==> src/rtl/seq_detector_pkg.sv <==
// Shared defaults for the serial pattern detector.
package seq_detector_pkg;
  localparam int                    DEF_PAT_W   = 4;
  localparam int                    DEF_COUNT_W = 8;
  localparam logic [DEF_PAT_W-1:0]  DEF_RST_PAT = 4'b1010;
endpackage

==> src/rtl/sat_counter.sv <==
// Saturating up-counter with clear; a clear coinciding with an increment yields 1.
module sat_counter #(
  parameter int COUNT_W = 8
) (
  input  logic               clk,
  input  logic               reset,
  input  logic               clr,
  input  logic               inc,
  output logic [COUNT_W-1:0] cnt,
  output logic               sat
);
  localparam logic [COUNT_W-1:0] MAX = '1;

  logic [COUNT_W-1:0] nxt;

  always_comb begin
    nxt = cnt;
    if (clr)
      nxt = inc ? COUNT_W'(1) : '0;
    else if (inc && !sat)
      nxt = cnt + COUNT_W'(1);
  end

  // sat is registered from the next value so it tracks cnt on the same edge
  always_ff @(posedge clk) begin
    if (reset) begin
      cnt <= '0;
      sat <= 1'b0;
    end else begin
      cnt <= nxt;
      sat <= (nxt == MAX);
    end
  end
endmodule

==> src/rtl/seq_detector_param.sv <==
// Serial pattern detector with loadable pattern, overlap control and a saturating match count.
module seq_detector_param
  import seq_detector_pkg::*;
#(
  parameter int               PAT_W   = DEF_PAT_W,
  parameter int               COUNT_W = DEF_COUNT_W,
  parameter logic [PAT_W-1:0] RST_PAT = PAT_W'(DEF_RST_PAT)
) (
  input  logic                         clk,
  input  logic                         reset,
  input  logic                         x,
  input  logic                         x_valid,
  input  logic                         pat_load,
  input  logic [PAT_W-1:0]             pat_in,
  input  logic                         overlap_en,
  input  logic                         cnt_clr,
  output logic                         z,
  output logic [COUNT_W-1:0]           match_cnt,
  output logic                         cnt_sat,
  output logic [$clog2(PAT_W+1)-1:0]   fill
);
  localparam int FILL_W = $clog2(PAT_W+1);

  logic [PAT_W-1:0] pat;
  logic [PAT_W-1:0] hist;
  logic [PAT_W-1:0] hist_nxt;
  logic             match;

  assign hist_nxt = {hist[PAT_W-2:0], x};
  // fill of PAT_W-1 plus the incoming bit gives a full window to compare
  assign match = x_valid && !pat_load && (fill >= FILL_W'(PAT_W-1)) && (hist_nxt == pat);

  always_ff @(posedge clk) begin
    if (reset) begin
      pat  <= RST_PAT;
      hist <= '0;
      fill <= '0;
      z    <= 1'b0;
    end else begin
      z <= match;
      if (pat_load) begin
        pat  <= pat_in;
        fill <= '0;
      end else if (x_valid) begin
        hist <= hist_nxt;
        if (match && !overlap_en)
          fill <= '0;
        else if (fill != FILL_W'(PAT_W))
          fill <= fill + FILL_W'(1);
      end
    end
  end

  sat_counter #(.COUNT_W(COUNT_W)) u_cnt (
    .clk   (clk),
    .reset (reset),
    .clr   (cnt_clr),
    .inc   (match),
    .cnt   (match_cnt),
    .sat   (cnt_sat)
  );
endmodule

==> config.mk <==
export PLATFORM = sky130hd
export DESIGN_NAME = seq_detector_param
export DESIGN_NICKNAME = d
export VERILOG_FILES = /design/src/rtl/seq_detector_pkg.sv /design/src/rtl/sat_counter.sv /design/src/rtl/seq_detector_param.sv
export SDC_FILE = /design/constraint.sdc
export NUM_CORES = 1
export LEC_CHECK = 0
export BUFFER_PORTS_ARGS = -buffer_cell sky130_fd_sc_hd__buf_2
export CAP_MARGIN = 20
export CORE_MARGIN = 2
export CORE_UTILIZATION = 56
export CTS_CLUSTER_SIZE = 14
export DETAILED_ROUTE_END_ITERATION = 8
export GPL_TIMING_DRIVEN = 0
export PLACE_DENSITY_LB_ADDON = 0.25
export SLEW_MARGIN = 20
export SYNTH_ARGS = -nofsm -noshare
export SYNTH_HDL_FRONTEND = slang
export SYNTH_SLANG_ARGS = --single-unit
export TNS_END_PERCENT = 30
==> constraint.sdc <==
create_clock -name clk -period 3.7 [get_ports clk]
set_clock_uncertainty 0.15 [all_clocks]
set_input_delay 0.74 -clock clk [delete_from_list [all_inputs] [get_ports clk]]
set_output_delay 0.74 -clock clk [all_outputs]
set_load 0.1 [all_outputs]
# Word-level counts from Yosys, hierarchy flattened

Index checks and enable logic that the tools add are counted.

Flip-flop bits (word level): 20
Input port bits: 11
Output and inout port bits: 13
Logic and storage cells: 30

Add/subtract/negate cells: 2
Magnitude comparators: 1
Equal/unequal tests: 3
Multiplexer cells: 5
Bitwise logic cells: 1
Reduce and logical (&&, ||, !) cells: 12

Operators with widths:

| cell                | number |
|---|---|
| $mux 8              | 2 |
| $add 8x1->8 const B | 1 |
| $eq 8x8->1 const B  | 1 |
| $mux 3              | 2 |
| $logic_and 1x1->1   | 5 |
| $eq 4x4->1          | 1 |
| $reduce_and 2->1    | 2 |
| $add 3x1->3 const B | 1 |
| $ge 3x2->1 const B  | 1 |
| $logic_not 1->1     | 3 |
| $ne 3x3->1 const B  | 1 |
| $reduce_bool 2->1   | 1 |
| $reduce_or 2->1     | 1 |
| $mux 1              | 1 |
| $not 1->1           | 1 |

# Depth between registers and ports, before layout

Depth in word-level cells: 8
Depth in mapped cells: 7
Depth with buffers taken out: 7

# Hierarchy

From an unflattened synthesis, not the netlist that was laid out.

Cells, all modules: 116
Area, all modules: 1092.3 um^2

By module, submodules not included:

| module             | times used | cells an instance | area an instance (um^2) | sequential area each (um^2) |
|---|---|---|---|---|
| seq_detector_param | 1          | 62                | 606.8                   | 220.2 |
| sat_counter        | 1          | 54                | 485.5                   | 180.2 |

# Worst setup path before layout

Ideal clock, no wire load.

Path kind: flip-flop to flip-flop
From: register fill[0]
To: register u_cnt.sat
Setup time: 88 ps
Arrival: 2648 ps
Data required time: 3462 ps
Setup slack: 813 ps
Stages on the path, launching flop included: 8
Path buffers: 0
Clock period less this slack: 2887 ps
Cell sequence: dfxtp_1 > ha_1 > ha_1 > a211o_1 > nand4_1 > or3_4 > mux2_4 > nor4_2

Word-level cells in the longest chain between the ends: 7
Elaborated cells on any way between the ends: 8
Classes of those cells: 1 x order compare; 1 x eq/ne; 3 x mux; 3 x reduce/logical

RTL lines:

| item                               | line                     | text |
|---|---|---|
| from (decl)                        | seq_detector_param.sv:20 | `output logic [$clog2(PAT_W+1)-1:0] fill` |
| from (signal assigned)             | seq_detector_param.sv:49 | `fill <= fill + FILL_W'(1);` |
| $ge 3x2->1 (*)                     | seq_detector_param.sv:31 | `assign match = x_valid && !pat_load && (fill >= FILL_W'(PAT_W-1)) && (hist_nxt == pat);` |
| $logic_and 1x1->1 (*) (2 in a row) | seq_detector_param.sv:31 |  |
| $logic_and 1x1->1                  | sat_counter.sv:20        | `else if (inc && !sat)` |
| $mux 8                             | sat_counter.sv:20        |  |
| $mux 8 (*)                         | sat_counter.sv:18        | `if (clr)` |
| $eq 8x8->1 (*)                     | sat_counter.sv:31        | `sat <= (nxt == MAX);` |
| to (signal assigned)               | sat_counter.sv:31        |  |
| to (decl)                          | sat_counter.sv:10        | `output logic sat` |

Mark *: on every way between the ends. The rest lies on a longest branch, timed or not.
A chain may end at the register's enable or synchronous reset.

# Worst setup path after layout

Same ends and word-level chain as after synthesis.

==> results.md <==
* Initial Util at between 50% and 60%
* Layout cell share with drive strength beyond 1 at 25.74%
* Top cells by area, synth: dfxtp_1 38%, xnor2_1 7.6%, mux2i_1 5.8%
* Area delta synth->final at 17.07%
* CTS tree: built
* Initial antenna violation count at 0
* Non-Filler Instances at around 160
* Port Buffers at 22
* FF-to-FF End: u_cnt.sat
* Dominant synthesized flop cell: dfxtp_1
* Vias per cell at approximately 5.2
* CP Depth at 7
* CP max stage cell: or3_4
* Clock Tree Buf Depth at 2
* Tot Pwr at roughly 0.39 mW
* Drt total wl at approximately 1900 um
* Worst setup path start: fill[0]
* CTS root buf: clkbuf_4
* Fmax at just over 400 MHz
* Num CTS Buffers at 3
* Worst Setup EP: u_cnt.sat
* GRT Residual Overflow at 0
* Dpl ws at ~1.1 ns
* Yosys cell types at 36
* Core area at between 0.0015 and 0.002 mm^2
* Most frequent cell on the critical path: ha_1
* FF+latch count, synth at 20
* Multiplexer share of the synthesized area at roughly 7.2%
* Setup CP Type: flop to flop
* Reg clk slew, reported paths at approximately 0.11 ns
* CTS resizes at 0
* Total Routing Usage GR at 19.04%
* Setup Fix Bufs, Post-CTS at 0
* Worst Reg-to-Reg Cells at 7
* Nature of the critical path endpoint: flop
* First-pass GRT wire length at roughly 2900 um
* Die Y at 47.12 um
* Placed cell count at between 150 and 200
* Count leader, synth: dfxtp_1
* Final Hold Violating Endpoints at 0
* Yosys top cell area share at 38.46%
* Endpoints failing setup at 0
* Die Wd at approximately 47 um
* Drt first pass iters at 2
* Worst Tran Pin Value at 0.4868 ns
* Slew Limit Fails at 0
* Layout fillers at 165
* Vias in the first global route at 734
* Rows at 15
* Minimum clock period at 2.469 ns
* EDFF count, synth at 0
* Mean routed wirelength per cell at approximately 12 um
* CTS Hold Bufs at 0
* Initial DRC Count at 6
* Area of the mapped netlist at 0.001041 mm^2
* Top cells by count, synth: 20 x dfxtp_1, 15 x nor2_1, 9 x xnor2_1, 6 x mux2i_1, 5 x nand2_1
* Worst skew pair latency at ~0.30 ns
* Hold_sp: pat[0]
* Compound-gate portion of the synthesized area at 7.452%
* Relative slew slack at 67.77%
* Setup TNS at 0 ns
* FF-to-FF Start: fill[0]
* # H-tree levels at 1
* Vias at between 800 and 900
* CP top delay family: simple AND/OR/NAND/NOR gates
* Worst VDD drop at about 0.00032 V
* I/O pins at 24
* Static Leak at around 0.53 nW
* Startpoint type of the worst setup path: flop
* Synth Area in Simple Gates at 27.76%
* Die area at 0.002220 mm^2
* Setup ws final at 1.231 ns
* DRC at 0
* Nets at about 150
* ANT nets after route at 0
* Post-Synth Adder-Cell Area at under 10%
* Post-synth top area cell: dfxtp_1
* Worst-path fanout max at 10
* Largest net degree at the start of global routing at 12
* Period Utilization, post-route at around 67%
* RSZ-0062 raised after global routing: false
* Yosys warning total at 0
* Pwr Density at roughly 320 mW/mm^2
* Max_cap viols at 0
* Synthesized net count at between 100 and 150
* Data arrival, critical path at between 2 and 3 ns
* Post-DP HPWL at between 1000 and 1500 um
* Syn Inst Count at 110
* Status: completed
* Largest family of logic cells by synthesized area: simple AND/OR/NAND/NOR gates
* Clock Sinks at 20
* XOR/XNOR share of the synthesized area at between 9 and 10%
* Antenna Cells at 0
* Seq/Total Area, Yosys at between 30% and 40%
* Crit path cell chain: ha_1 -> ha_1 -> a211o_1 -> nand4_1 -> or3_4 -> mux2_4 -> nor4_2
* Fraction of registers with async set/reset at 0%
* Worst Path Required at between 3 and 4 ns
* Critical Path Max Stage Delay at between 0.4 and 0.5 ns
* RD Place Congestion at approximately 0.80
* Worst hold path type: flop to flop
* Mean Syn Cell Area at ~9.5 um^2
* Buf/Inv on CP at 0
* Reg2reg setup slack at 1.23 ns
-- report_power, final --
group          total (mW)  switching (mW)  internal (mW)
Clock               0.127          0.0670         0.0600
Combinational      0.0404          0.0220         0.0184
Sequential          0.224         0.00415          0.220
-- tightest hold or removal path, stage by stage, from the launching register on --
cell	delay (ns)
dfxtp_1	0.36
mux2i_1	0.08
nor2_1	0.08
-- per-layer routing --
layer  global-route usage [%]  vias to the layer above  wire length [um]
li1                         -                      433                 -
met3                    2.308                        4                66
met5                        0                        -                 0
met2                    32.33                       19               896
met1                    24.23                      379               887
met4                    8.333                        0                29
-- state kept, by name (all words and copies together), names as in the netlist --
signal and cells:
u_cnt.sat 1, z 1, u_cnt.cnt 8, hist 3
pat 4, fill 3
-- stage by stage --
stage | hold WS (ns) | utilization [%] | cell area (um^2)
after floorplan | 0.3317 | - | 1041
after global placement | 0.3501 | 67.74 | 1182
after detailed placement | 0.3662 | 67.74 | 1182
after CTS | 0.3940 | 69.82 | 1219
after global routing | 0.4003 | 69.82 | 1219
final | 0.3930 | 69.82 | 1219
-- cells by family (layout without fill, tap and decap cells) --
group | after synthesis | after routing
flip-flops | 20 | 20
AO/OA/AOI/OAI | 11 | 11
buffers and inverters | 8 | 34
AND/OR/NAND/NOR | 49 | 49
XOR/XNOR | 11 | 11
adder cells (fa/ha/maj) | 4 | 4
multiplexers | 7 | 7
-- how the worst min path moves through the flow --
stage	slack (ns)	cells past startpoint	endpoint
after floorplan	0.33	2	pat[0]
after global placement	0.35	2	pat[0]
after detailed placement	0.37	2	hist[2]
after CTS	0.39	2	hist[2]
final	0.39	2	pat[0]
after global routing	0.40	2	hist[2]
-- layout by cell type, fill, tap and decap left out, types with 4 or more instances in the layout --
| cell type | synthesis | layout |
|---|---|---|
| buf_2 | 0 | 22 |
| dfxtp_1 | 20 | 20 |
| ha_1 | 4 | 4 |
| inv_1 | 4 | 4 |
| mux2i_1 | 6 | 6 |
| nand2_1 | 5 | 5 |
| nand3_1 | 4 | 4 |
| nor2_1 | 15 | 15 |
| nor3_1 | 4 | 4 |
| xnor2_1 | 9 | 9 |
-- layout make-up --
type	instances	area, um^2	share of cell area (%)
Timing Repair Buffer	22	110.1	9.035
Buffer	4	30.03	2.464
Tap cell	25	31.28	2.567
Multi-Input combinational cell	82	595.6	48.87
Sequential cell	20	400.4	32.85
Clock buffer	4	36.28	2.977
Inverter	4	15.01	1.232
Power figures use the tool's default switching activity.
